File: src/rtl/leaf_out_packetizer.sv
// Output-side leaf packetizer: round-robin arbitration over N user streams,
// credit-based flow control, per-channel sequence numbers, one BFT packet per word.
module leaf_out_packetizer #(
  parameter int unsigned NUM_OUT_PORTS = 6,
  parameter int unsigned PAYLOAD_BITS  = 32,
  parameter int unsigned NUM_LEAF_BITS = 5,
  parameter int unsigned NUM_PORT_BITS = 4,
  parameter int unsigned NUM_ADDR_BITS = 7,
  parameter int unsigned PACKET_BITS   = 49,
  parameter int unsigned CREDIT_BITS   = 8,
  parameter int unsigned INIT_CREDITS  = 128
) (
  input  logic                                   clk,
  input  logic                                   reset,
  input  logic [NUM_OUT_PORTS*PAYLOAD_BITS-1:0]  din_leaf_user2interface,
  input  logic [NUM_OUT_PORTS-1:0]               vld_user2interface,
  output logic [NUM_OUT_PORTS-1:0]               ack_interface2user,
  input  logic [NUM_OUT_PORTS*NUM_LEAF_BITS-1:0] dst_leaf_cfg,
  input  logic [NUM_OUT_PORTS*NUM_PORT_BITS-1:0] dst_port_cfg,
  input  logic                                   credit_vld,
  input  logic [NUM_PORT_BITS-1:0]               credit_port,
  input  logic [CREDIT_BITS-1:0]                 credit_amt,
  input  logic                                   resend,
  input  logic                                   out_stall,
  output logic [PACKET_BITS-1:0]                 dout_leaf_interface2bft
);

  localparam int unsigned N        = NUM_OUT_PORTS;
  localparam int unsigned PTR_W    = (N > 1) ? $clog2(N) : 1;
  localparam int unsigned CRED_MAX = (1 << CREDIT_BITS) - 1;

  logic [CREDIT_BITS-1:0]   credit_q [N];
  logic [CREDIT_BITS-1:0]   credit_d [N];
  logic [NUM_ADDR_BITS-1:0] seq_q    [N];
  logic [NUM_ADDR_BITS-1:0] seq_d    [N];
  logic [PTR_W-1:0]         last_q, last_d;
  logic [PACKET_BITS-1:0]   dout_q, dout_d;

  logic [N-1:0]             eligible;
  logic                     grant_vld;
  logic [PTR_W-1:0]         grant_idx;
  logic [PACKET_BITS-1:0]   grant_pkt;

  // Eligibility and round-robin search starting after the last granted channel
  always_comb begin
    int unsigned cand;
    eligible  = '0;
    grant_vld = 1'b0;
    grant_idx = '0;
    cand      = 0;
    for (int i = 0; i < int'(N); i++) begin
      eligible[i] = vld_user2interface[i] && (credit_q[i] != '0) &&
                    !resend && !out_stall && !reset;
    end
    for (int k = 0; k < int'(N); k++) begin
      cand = (32'(last_q) + 32'(k) + 32'd1) % N;
      if (!grant_vld && eligible[PTR_W'(cand)]) begin
        grant_vld = 1'b1;
        grant_idx = PTR_W'(cand);
      end
    end
  end

  always_comb begin
    ack_interface2user = '0;
    if (grant_vld) ack_interface2user[grant_idx] = 1'b1;
  end

  // Per-channel packet assembly, credit and sequence next-state
  always_comb begin
    logic [CREDIT_BITS:0] sum;
    logic                 hit;
    grant_pkt = '0;
    sum       = '0;
    hit       = 1'b0;
    for (int i = 0; i < int'(N); i++) begin
      hit = grant_vld && (grant_idx == PTR_W'(i));
      if (hit) begin
        grant_pkt = {1'b1,
                     dst_leaf_cfg[i*NUM_LEAF_BITS +: NUM_LEAF_BITS],
                     dst_port_cfg[i*NUM_PORT_BITS +: NUM_PORT_BITS],
                     seq_q[i],
                     din_leaf_user2interface[i*PAYLOAD_BITS +: PAYLOAD_BITS]};
      end
      sum = {1'b0, credit_q[i]};
      if (credit_vld && (credit_port == NUM_PORT_BITS'(i))) sum = sum + {1'b0, credit_amt};
      // A granted channel always holds at least one credit, so this cannot underflow
      if (hit) sum = sum - (CREDIT_BITS+1)'(1);
      credit_d[i] = (32'(sum) > CRED_MAX) ? CREDIT_BITS'(CRED_MAX) : sum[CREDIT_BITS-1:0];
      seq_d[i]    = hit ? seq_q[i] + NUM_ADDR_BITS'(1) : seq_q[i];
    end
  end

  // Output register holds under stall or resend, otherwise loads the grant or clears
  always_comb begin
    dout_d = dout_q;
    last_d = last_q;
    if (!resend && !out_stall) dout_d = grant_vld ? grant_pkt : '0;
    if (grant_vld) last_d = grant_idx;
  end

  always_ff @(posedge clk) begin
    if (reset) begin
      dout_q <= '0;
      last_q <= PTR_W'(N - 1);
      for (int i = 0; i < int'(N); i++) begin
        credit_q[i] <= CREDIT_BITS'(INIT_CREDITS);
        seq_q[i]    <= '0;
      end
    end else begin
      dout_q <= dout_d;
      last_q <= last_d;
      for (int i = 0; i < int'(N); i++) begin
        credit_q[i] <= credit_d[i];
        seq_q[i]    <= seq_d[i];
      end
    end
  end

  assign dout_leaf_interface2bft = resend ? '0 : dout_q;

endmodule

File: config.mk
export PLATFORM = sky130hd
export DESIGN_NAME = leaf_out_packetizer
export DESIGN_NICKNAME = d
export VERILOG_FILES = /design/src/rtl/leaf_out_packetizer.sv
export SDC_FILE = /design/constraint.sdc
export NUM_CORES = 1
export LEC_CHECK = 0
export CORE_AREA = 2 2 193 138
export DETAILED_ROUTE_END_ITERATION = 16
export DIE_AREA = 0 0 195 140
export PLACE_DENSITY = 0.81
export SLEW_MARGIN = 20
export SYNTH_ARGS = -nofsm -noshare
export SYNTH_HDL_FRONTEND = slang
export SYNTH_SLANG_ARGS = --single-unit
File: constraint.sdc
create_clock -name clk -period 9.8 [get_ports clk]
set_input_delay 2.94 -clock clk [delete_from_list [all_inputs] [get_ports clk]]
set_output_delay 2.94 -clock clk [all_outputs]
set_load 0.02 [all_outputs]
# [Yosys cells after proc, flatten, opt, wreduce, memory -nomap -nowiden]
# Memories as Yosys holds them, arrays and structs flattened.
# Cells that the tools add are included.
# W data, S select, Z words.
[classes] reduce_logical=59 magnitude_cmp=14 eq_ne=10 n_addsub=28 mux=74 bitwise=12 div_mod_pow=6
[ops] cell="$mux W49" n=8
[ops] cell="$mod A32 B3 Y32 const B" n=6
[ops] cell="$mux W9" n=12
[ops] cell="$mux W8" n=12
[ops] cell="$mux W7" n=12
[ops] cell="$add A8 B8 Y9" n=6
[ops] cell="$gt A9 B8 Y1 const B" n=6
[ops] cell="$sub A9 B1 Y9 const B" n=6
[ops] cell="$reduce_bool A8 Y1" n=6
[ops] cell="$logic_and A1 B1 Y1" n=43
[ops] cell="$add A7 B1 Y7 const B" n=6
[ops] cell="$lt A3 B4 Y1 const B" n=7
[ops] cell="$add A4 B1 Y5 const B" n=5
[ops] cell="$bmux W1 S3" n=6
[ops] cell="$mux W3" n=6
[ops] cell="$mux W1" n=16
[ops] cell="$or A1 B1 Y1" n=12
[ops] cell="$add A3 B2 Y4 const B" n=2
[ops] cell="$add A3 B3 Y4 const B" n=2
[ops] cell="$eq A4 B2 Y1 const B" n=2
[ops] cell="$eq A4 B3 Y1 const B" n=2
[ops] cell="$logic_not A1 Y1" n=8
[ops] cell="$eq A3 B2 Y1 const B" n=2
[ops] cell="$eq A3 B3 Y1 const B" n=2
[ops] cell="8 further kinds" n=8
[totals] out_inout_bits=55 wordCells=207 n_memories=2 regBits=52 ramBits=90 in_bits=269
[memory_table] memory="credit_q" words=6 word_bits=8 rd=6 rd_ports_with_merged_regs=0 wr=6 line_no="32" text="logic [CREDIT_BITS-1:0] credit_q [N];"
[memory_table] memory="seq_q" words=6 word_bits=7 rd=6 rd_ports_with_merged_regs=0 wr=6 line_no="34" text="logic [NUM_ADDR_BITS-1:0] seq_q [N];"

# [Longest topological paths before layout]
# Gate-level depths: netlist (run 1).
[depth] depth_word=32 depth_mapped=20 ltp_nobuf=18

# [Worst setup path before layout (run 1)]
# OpenSTA, ideal clock, no wires.
[synth_timing] path_kind="in2out" startpoint="input port reset" endpoint="output port ack_interface2user[3]" cell_stages=14 setup_slack_ns=1.039 t_arrival_ns=5.821 required_ns=6.860 path_buffers=4 path_cell_list="buf_2 or4b_1 a211o_1 a2111oi_4 a311oi_1 a211oi_2 a221oi_1 o31a_1 buf_6 nor2_4 nand2_1 inv_2 buf_4 buf_2"
[synth_via] elab_chain_len=25 elab_cells_between_ends=47 classes_between="2 x order compare; 27 x mux; 18 x reduce/logical"
[synth_rtl] item="start: declaration" line_no="14" text="input logic reset,"
[synth_rtl] item="$logic_not A1 Y1 (*)" line_no="53" text="!resend && !out_stall && !reset;"
[synth_rtl] item="$logic_and A1 B1 Y1" line_no="53"
[synth_rtl] item="$bmux W1 S3" line_no="57" text="if (!grant_vld && eligible[PTR_W'(cand)]) begin"
[synth_rtl] item="$mux W1 (not written as such)" line_no="57"
[synth_rtl] item="$mux W1" line_no="57"
[synth_rtl] item="$logic_not A1 Y1" line_no="57"
[synth_rtl] item="$logic_and A1 B1 Y1" line_no="57"
[synth_rtl] item="$mux W1" line_no="57"
[synth_rtl] item="[... 9 more ...]"
[synth_rtl] item="$logic_not A1 Y1" line_no="57"
[synth_rtl] item="$logic_and A1 B1 Y1" line_no="57"
[synth_rtl] item="$mux W3" line_no="57"
[synth_rtl] item="$lt A3 B4 Y1 (not written as such) / $ge A3 B1 Y1 (equally long branches)" line_no="66" text="if (grant_vld) ack_interface2user[grant_idx] = 1'b1;"
[synth_rtl] item="$logic_and A1 B1 Y1 (not written as such)" line_no="66"
[synth_rtl] item="$mux W1 (not written as such)" line_no="66"
[synth_rtl] item="$demux W1 S3" line_no="66"
[synth_rtl] item="$mux W6 (*)" line_no="66"
[synth_rtl] item="end: declaration" line_no="17" text="output logic [NUM_OUT_PORTS-1:0] ack_interface2user,"
# Mark *: on every way between the ends. The rest lies on a longest branch, timed or not. The select of a mux whose other input is x is not followed.

# [Final worst setup path (run 1)]
[layout_timing] startpoint="input port out_stall" endpoint="output port ack_interface2user[3]"
[layout_via] elab_chain_len=26 elab_cells_between_ends=53 classes_between="2 x order compare; 27 x mux; 24 x reduce/logical"
[layout_rtl] item="start: declaration" line_no="24" text="input logic out_stall,"
[layout_rtl] item="$logic_not A1 Y1 (*)" line_no="53"
[layout_rtl] item="$logic_and A1 B1 Y1 (2 in a row)" line_no="53"
[layout_rtl] item="$bmux W1 S3" line_no="57"
[layout_rtl] item="$mux W1 (not written as such)" line_no="57"
[layout_rtl] item="$mux W1" line_no="57"
[layout_rtl] item="$logic_not A1 Y1" line_no="57"
[layout_rtl] item="$logic_and A1 B1 Y1" line_no="57"
[layout_rtl] item="$mux W1" line_no="57"
[layout_rtl] item="[... 9 more ...]"
[layout_rtl] item="$logic_not A1 Y1" line_no="57"
[layout_rtl] item="$logic_and A1 B1 Y1" line_no="57"
[layout_rtl] item="$mux W3" line_no="57"
[layout_rtl] item="$lt A3 B4 Y1 (not written as such) / $ge A3 B1 Y1 (equally long branches)" line_no="66"
[layout_rtl] item="$logic_and A1 B1 Y1 (not written as such)" line_no="66"
[layout_rtl] item="$mux W1 (not written as such)" line_no="66"
[layout_rtl] item="$demux W1 S3" line_no="66"
[layout_rtl] item="$mux W6 (*)" line_no="66"
# Marks and branches as above.

==> results of run 1 <==
## cell type report
class	instances	area, um^2
clock buffer	19	442.9
tap	331	414.1
sequential	142	2843
inverter	64	240.2
multi-input combinational	1377	9159
timing repair buffer	364	3541
clock inverter	13	162.7
fill	2191	8572
antenna	3	7.507
## state kept, by name, indices dropped and copies added, names as in the netlist
| name | count |
|---|---|
| dout_q | 49 |
| seq_q | 42 |
| last_q | 3 |
| credit_q | 48 |
## what timing repair did
action / 4_1_cts / 5_1_grt
resized for setup: 0 / 6
setup buffers: 0 / 2
setup endpoints to repair: 0 / 6
## worst register-to-register path, cell delays in order (launching register included)
cell	delay [ps]
dfxtp_1	800
inv_1	240
ha_1	270
xnor2_1	470
ha_1	340
nor2b_1	190
a21oi_1	90
a311oi_1	610
or4b_4	270
nand2_1	100
o211ai_1	260
buf_4	160
nand3_4	50
buf_4	420
nor4_1	1040
a21oi_1	170
o21ai_1	380
o21ai_0	180
## per-stage QoR
| step | util | instances |
|---|---|---|
| CTS | 0.6601 | 2308 |
| finish | 0.6623 | 2313 |
| global route | 0.6621 | 2311 |
| detailed placement | 0.6362 | 2276 |
| global placement | 0.6362 | 2276 |
| floorplan | - | 1684 |
## worst min-delay path by stage
stage,start,endpoint,depth (start not counted)
after global placement,dout_q[48],dout_q[48],2
after floorplan,dout_q[48],dout_q[48],2
after CTS,dout_q[48],dout_q[48],2
after detailed placement,dout_q[48],dout_q[48],2
final,dout_q[48],dout_q[48],2
after global routing,dout_q[48],dout_q[48],2
## power by group through the flow
| stage | Clock [W] | Sequential (W) | Combinational [W] |
|---|---|---|---|
| 2_1_floorplan | 0 | 0.000788 | 0.00186 |
| 3_3_place_gp | 0 | 0.000822 | 0.00260 |
| 4_1_cts | 0.000690 | 0.000818 | 0.00269 |
| 3_5_place_dp | 0 | 0.000829 | 0.00266 |
| 5_1_grt | 0.000715 | 0.000837 | 0.00298 |
| 6_report | 0.000688 | 0.000823 | 0.00274 |
## kinds of logic after synthesis
logic type / after synthesis / share of synthesized area
AO/OA/AOI/OAI: 503 / 0.2627
adder cells (fa/ha/maj): 80 / 0.08295
XOR/XNOR: 94 / 0.06678
buffers and inverters: 165 / 0.05418
multiplexers: 72 / 0.05825
AND/OR/NAND/NOR: 628 / 0.2498
flip-flops: 142 / 0.2254
## Yosys cell counts (6+ instances only)
master / count / share of area
a211oi_1: 38 / 0.023
or2_2: 6 / 0.0030
nor3b_1: 6 / 0.0036
fa_1: 6 / 0.0095
a211o_1: 6 / 0.0042
a2bb2oi_1: 11 / 0.0076
nand3_1: 34 / 0.013
nor2b_1: 66 / 0.033
o21ai_1: 6 / 0.0024
a22oi_1: 16 / 0.0095
xnor2_1: 62 / 0.043
a21oi_1: 129 / 0.051
and4_1: 6 / 0.0042
o211a_1: 8 / 0.0064
inv_1: 62 / 0.018
nor3_1: 19 / 0.0075
and2_1: 15 / 0.0074
a21o_1: 21 / 0.013
buf_1: 11 / 0.0033
and3_1: 19 / 0.0094
or4_1: 14 / 0.0083
xor2_1: 31 / 0.022
clkbuf_1: 62 / 0.018
o21bai_1: 17 / 0.010
nor4_1: 11 / 0.0055
nand4_1: 28 / 0.014
mux2i_1: 63 / 0.050
ha_1: 74 / 0.073
buf_2: 21 / 0.0083
o21ai_0: 116 / 0.046
a31oi_1: 10 / 0.0050
nand2b_1: 10 / 0.0050
or3_1: 6 / 0.0030
dfxtp_1: 142 / 0.23
o221ai_1: 34 / 0.024
o211ai_1: 35 / 0.021
mux2_2: 8 / 0.0071
nor2_1: 120 / 0.036
nand2_1: 234 / 0.070
## metal layers
layer	global-route usage	share of wire	up-vias
met3	0.08307	0.096	127
met1	0.4512	0.42	6569
met5	0	0.00023	-
met4	0.1326	0.037	2
met2	0.5333	0.44	719
li1	-	-	6684
==> metrics.csv, run 1 <==
stage;metric;value;unit
run_status;status;completed;
setup_path;startpoint;out_stall;
power_and_ir_drop;p_per_area;252.9;nW/um^2
setup_path;crit_arrival;6670;ps
route;avgViaCountPerCell;6.096;
final_layout;final_cell_mix;clkdlybuf4s50_1, nand2_1, dfxtp_1;
logic_synthesis;ys_ff_latch;142;
power_and_ir_drop;switching_share;0.4869;
logic_synthesis;synth_warnings;0;
timing;hold_viol_final;0;
logic_synthesis;synthesis.instances;1684;
route;ant_nets;0;
setup_path;r2r-start;last_q[0];
power_and_ir_drop;combPwrFrac;0.645;
setup_path;worstRegToRegCells;17;
route;wl_per_cell;20.84;um
floorplanning;num_rows;49;
clock_tree;cts_max_level;4;
timing;holdWs;464.6;ps
setup_path;path_max_fanout;5;
logic_synthesis;synth_seq_area_share;0.2254;
floorplanning;dieWidth;195;um
worst_hold_path;hold_class;reg2reg;
setup_path;crit_family;compound AO/OA/AOI/OAI gates;
global_route;grt_usage;0.3401;
route;via_count;14101;
timing;slew-limit-headroom;0.2728;
setup_path;path_buf_inv;3;
final_layout;nNetsFinal;2315;
global_route;grt_pass1_wl;73.41;mm
global_route;antenna_found_initial;2;
power_and_ir_drop;pwr-share-clk;0.162;
route;drtPass1Iterations;7;
final_layout;layout_commonest_cell;clkdlybuf4s50_1;
power_and_ir_drop;peakVddDrop;0.0001914;V
floorplanning;start_util;0.4968;
floorplanning;die_area;27300;um^2
setup_path;crit_path_top_delay_cell;clkdlybuf4s50_1;
floorplanning;core;25380;um^2
clock_tree;cts_tree;done;
clock_tree;cts_buffers;17;
clock_tree;clkSinkCount;142;
global_route;grt_pass1_vias;13251;
timing;tns;0;ps
timing;timing.final.ws_setup;193.5;ps
timing;setup_violations;0;
placed_design;dpl-instance-area;16150;um^2
setup_path;crit_top_cell;clkdlybuf4s50_1;
setup_path;reg2reg_to;credit_q[3][0];
route;drcViolationCount;0;
timing;finalCritPeriodShare;0.9803;
setup_path;path_depth;12;
final_layout;area_growth;33.31;%
setup_path;path_class;in2out;
power_and_ir_drop;p_sw;0.002070;W
logic_synthesis;ys_types;91;
placed_design;place_congestion;0.9487;
logic_synthesis;syn_nets;2033;
clock_tree;cts_buffer_depth;2;
clock_tree;root_buffer;clkbuf_16;
clock_tree;cts_hold_buf;0;
final_layout;layout-drive-gt1-share;0.06518;
logic_synthesis;syn_avg_cell_area;7.488;um^2
timing;worst_pin_slew;1081;ps
logic_synthesis;synthArstFlopShare;0;
logic_synthesis;ys.flop_type;dfxtp_1;
power_and_ir_drop;pwr-share-seq;0.194;
placed_design;port-buffer-count;323;
logic_synthesis;synth_edf_count;0;
power_and_ir_drop;leakagePower;6.944;nW
setup_path;cp_slowest_stage_delay;610;ps
floorplanning;dieHeight;140;um
clock_tree;clkLatencyLatePin;440;ps
power_and_ir_drop;p_int;0.002181;W
final_layout;final_area;16810;um^2
setup_path;cp-end-kind;primary output;
setup_path;required;6860;ps
route;postRouteWirelength;48.21;mm
placed_design;place_hpwl;35.41;mm
setup_path;worstPathCellList;clkdlybuf4s50_1 -> or4b_1 -> a211o_1 -> a2111oi_4 -> a311oi_2 -> a211oi_2 -> a221oi_1 -> o31a_1 -> nor2_4 -> nand2_1 -> inv_2 -> clkdlybuf4s50_1;
timing;fmax;104.1;MHz
timing;rsz0062_at_grt;false;
timing;timing.final.crit_period;9607;ps
clock_tree;path_clk_slew;70;ps
run;drv_cap;0;
floorplanning;io_pins;324;
setup_path;r2r_slack;3590;ps
route;drtIter0Drc;1197;
timing;slew_viol_final;0;
setup_path;startpoint_type;input pin;
logic_synthesis;syn_area;12610;um^2
global_route;grt_max_degree;86;
placed_design;pre_cts_ws;27.42;ps
power_and_ir_drop;power.total;0.004252;W
global_route;overflow;0;
timing;fin_skew;13.45;ps
setup_path;critPathCapture;ack_interface2user[3];
Note: power is estimated with default switching activity, not from simulation.
==> run 2: changes to the inputs <==
--- a/config.mk
+++ b/config.mk
@@ -8,6 +8,7 @@
 export CORE_AREA = 2 2 193 138
 export DETAILED_ROUTE_END_ITERATION = 16
 export DIE_AREA = 0 0 195 140
+export GPL_ROUTABILITY_DRIVEN = 0
 export PLACE_DENSITY = 0.81
 export SLEW_MARGIN = 20
 export SYNTH_ARGS = -nofsm -noshare
==> metrics.csv, run 2 (synthesized netlist as in run 1, its figures left out) <==
stage;metric;value;unit;change
run_status;status;completed;;
final_layout;layout_commonest_cell;clkdlybuf4s50_1;;
floorplanning;core;25380;um^2;unchanged
setup_path;path_buf_inv;3;;unchanged
final_layout;final_area;16710;um^2;-0.60%
setup_path;cp_slowest_stage_delay;610;ps;about the same
route;avgViaCountPerCell;6.171;;+1.2%
final_layout;area_growth;32.52;%;
floorplanning;io_pins;324;;unchanged
route;drcViolationCount;0;;unchanged
floorplanning;dieHeight;140;um;unchanged
floorplanning;start_util;0.4968;;unchanged
setup_path;crit_family;compound AO/OA/AOI/OAI gates;;
final_layout;final_cell_mix;clkdlybuf4s50_1, nand2_1, dfxtp_1;;
global_route;grt_pass1_wl;72.35;mm;-1.4%
setup_path;path_max_fanout;5;;unchanged
clock_tree;clkLatencyLatePin;440;ps;about the same
timing;tns;0;ps;unchanged
route;via_count;14236;;+0.96%
final_layout;layout-drive-gt1-share;0.05984;;-0.005347
power_and_ir_drop;p_per_area;251.9;nW/um^2;-0.40%
setup_path;startpoint_type;input pin;;
timing;setup_violations;0;;unchanged
final_layout;largest-register;dout_q;;
setup_path;crit_path_top_delay_cell;clkdlybuf4s50_1;;
power_and_ir_drop;p_int;0.002144;W;-1.7%
floorplanning;die_area;27300;um^2;unchanged
power_and_ir_drop;peakVddDrop;0.0002252;V;+18%
timing;slew-limit-headroom;0.2250;;-0.04774
power_and_ir_drop;leakagePower;6.878;nW;-0.96%
run;drv_cap;0;;unchanged
clock_tree;cts_buffers;17;;unchanged
clock_tree;path_clk_slew;60;ps;about the same
timing;timing.final.ws_setup;152.2;ps;-41.25 ps
placed_design;dpl-instance-area;16110;um^2;-0.23%
clock_tree;cts_hold_buf;0;;unchanged
setup_path;required;6860;ps;about the same
final_layout;nNetsFinal;2308;;-0.30%
floorplanning;dieWidth;195;um;unchanged
power_and_ir_drop;combPwrFrac;0.650;;+0.005
route;drtIter0Drc;1538;;+28%
clock_tree;root_buffer;clkbuf_16;;
timing;timing.final.crit_period;9648;ps;+41.25 ps
setup_path;crit_top_cell;clkdlybuf4s50_1;;
global_route;grt_max_degree;86;;unchanged
clock_tree;cts_buffer_depth;2;;unchanged
setup_path;worstPathCellList;clkdlybuf4s50_1 -> or4b_1 -> a211o_1 -> a2111oi_4 -> a311oi_1 -> a211oi_2 -> a221oi_1 -> o31a_1 -> nor2_4 -> nand2_1 -> inv_2 -> clkdlybuf4s50_1;;
route;postRouteWirelength;47.79;mm;-0.87%
clock_tree;cts_tree;done;;
placed_design;port-buffer-count;323;;unchanged
timing;fin_skew;11.00;ps;-2.450 ps
timing;finalCritPeriodShare;0.9845;;+0.004210
setup_path;path_class;in2out;;
power_and_ir_drop;pwr-share-clk;0.155;;-0.007
power_and_ir_drop;p_sw;0.002065;W;-0.24%
setup_path;cp-end-kind;primary output;;
timing;worst_pin_slew;1152;ps;+70.95 ps
route;drtPass1Iterations;6;;-1
power_and_ir_drop;pwr-share-seq;0.195;;about the same
setup_path;crit_arrival;6710;ps;+40 ps
clock_tree;cts_resized;0;;unchanged
final_layout;largest_register_ffs;49;;unchanged
global_route;overflow;0;;unchanged
timing;slew_viol_final;0;;unchanged
global_route;grt_usage;0.3344;;-0.005675
clock_tree;cts_setup_buffers;0;;unchanged
global_route;grt_pass1_vias;13159;;-0.69%
clock_tree;clkSinkCount;142;;unchanged
clock_tree;cts_max_level;4;;unchanged
timing;holdWs;449.0;ps;-15.53 ps
global_route;antenna_found_initial;4;;+2
route;ant_nets;0;;unchanged
timing;rsz0062_at_grt;false;;
placed_design;place_hpwl;34.50;mm;-2.6%
route;wl_per_cell;20.71;um;-0.61%
timing;fmax;103.7;MHz;-0.43%
placed_design;pre_cts_ws;141.4;ps;+114.0 ps
floorplanning;num_rows;49;;unchanged
timing;hold_viol_final;0;;unchanged
worst_hold_path;hold_class;reg2reg;;
power_and_ir_drop;switching_share;0.4907;;+0.003736
final_layout;top_regs;dout_q x49, credit_q x48, seq_q x42;;
-- run 2: cell types whose count changed in the layout (fill, tap and decap cells not counted), sizes merged --
| cell | delta |
|---|---|
| buf | -7 |
| bufinv | -1 |
| clkbuf | -1 |
| clkdlybuf4s50 | +1 |
| clkinv | +1 |
| diode | +1 |
| dlymetal6s2s | -1 |
| inv | +1 |
-- run 2: power groups by stage --
stage | logic [W] | clock network (W) | registers [W]
finish | 0.00274 | 0.000653 | 0.000819
global placement | 0.00257 | 0 | 0.000820
floorplan | 0.00186 | 0 | 0.000788
CTS | 0.00267 | 0.000658 | 0.000816
global route | 0.00295 | 0.000686 | 0.000835
detailed placement | 0.00265 | 0 | 0.000827
-- run 2: worst paths after layout --
kind | from | end | slack [ps] | cells after the start
worst max-delay path | out_stall | ack_interface2user[3] | 150 | 12
worst min register to register | dout_q[48] | dout_q[48] | 450 | 2
worst max register to register | last_q[0] | credit_q[5][4] | 3720 | 16
worst min-delay path | dout_q[48] | dout_q[48] | 450 | 2
-- run 2: layout make-up --
class | instances | area, um^2
timing repair buffer | 357 | 3486
inverter | 64 | 240.2
sequential | 142 | 2843
antenna | 4 | 10.01
clock buffer | 18 | 429.2
multi-input combinational | 1377 | 9145
fill | 2159 | 8672
clock inverter | 14 | 142.6
tap | 331 | 414.1
-- run 2: routing by layer --
layer	vias up	routed length, um	global-route usage
li1	6675	-	-
met1	6656	20030	0.4468
met2	786	21070	0.5209
met3	117	5186	0.08813
met4	2	1484	0.1189
met5	-	11	0
-- run 2: worst min-delay path: stages, from the launching register on --
cell and delay [ps]:
dfxtp_1 300, nand2_1 50, a21oi_1 50
-- run 2: through the flow --
step                utilization  std cells  total power, W
detailed placement       0.6347       2271        0.003473
finish                   0.6583       2307        0.004210
floorplan                     -       1684        0.002646
CTS                      0.6573       2303        0.004142
global route             0.6582       2306        0.004475
global placement         0.6347       2271        0.003387
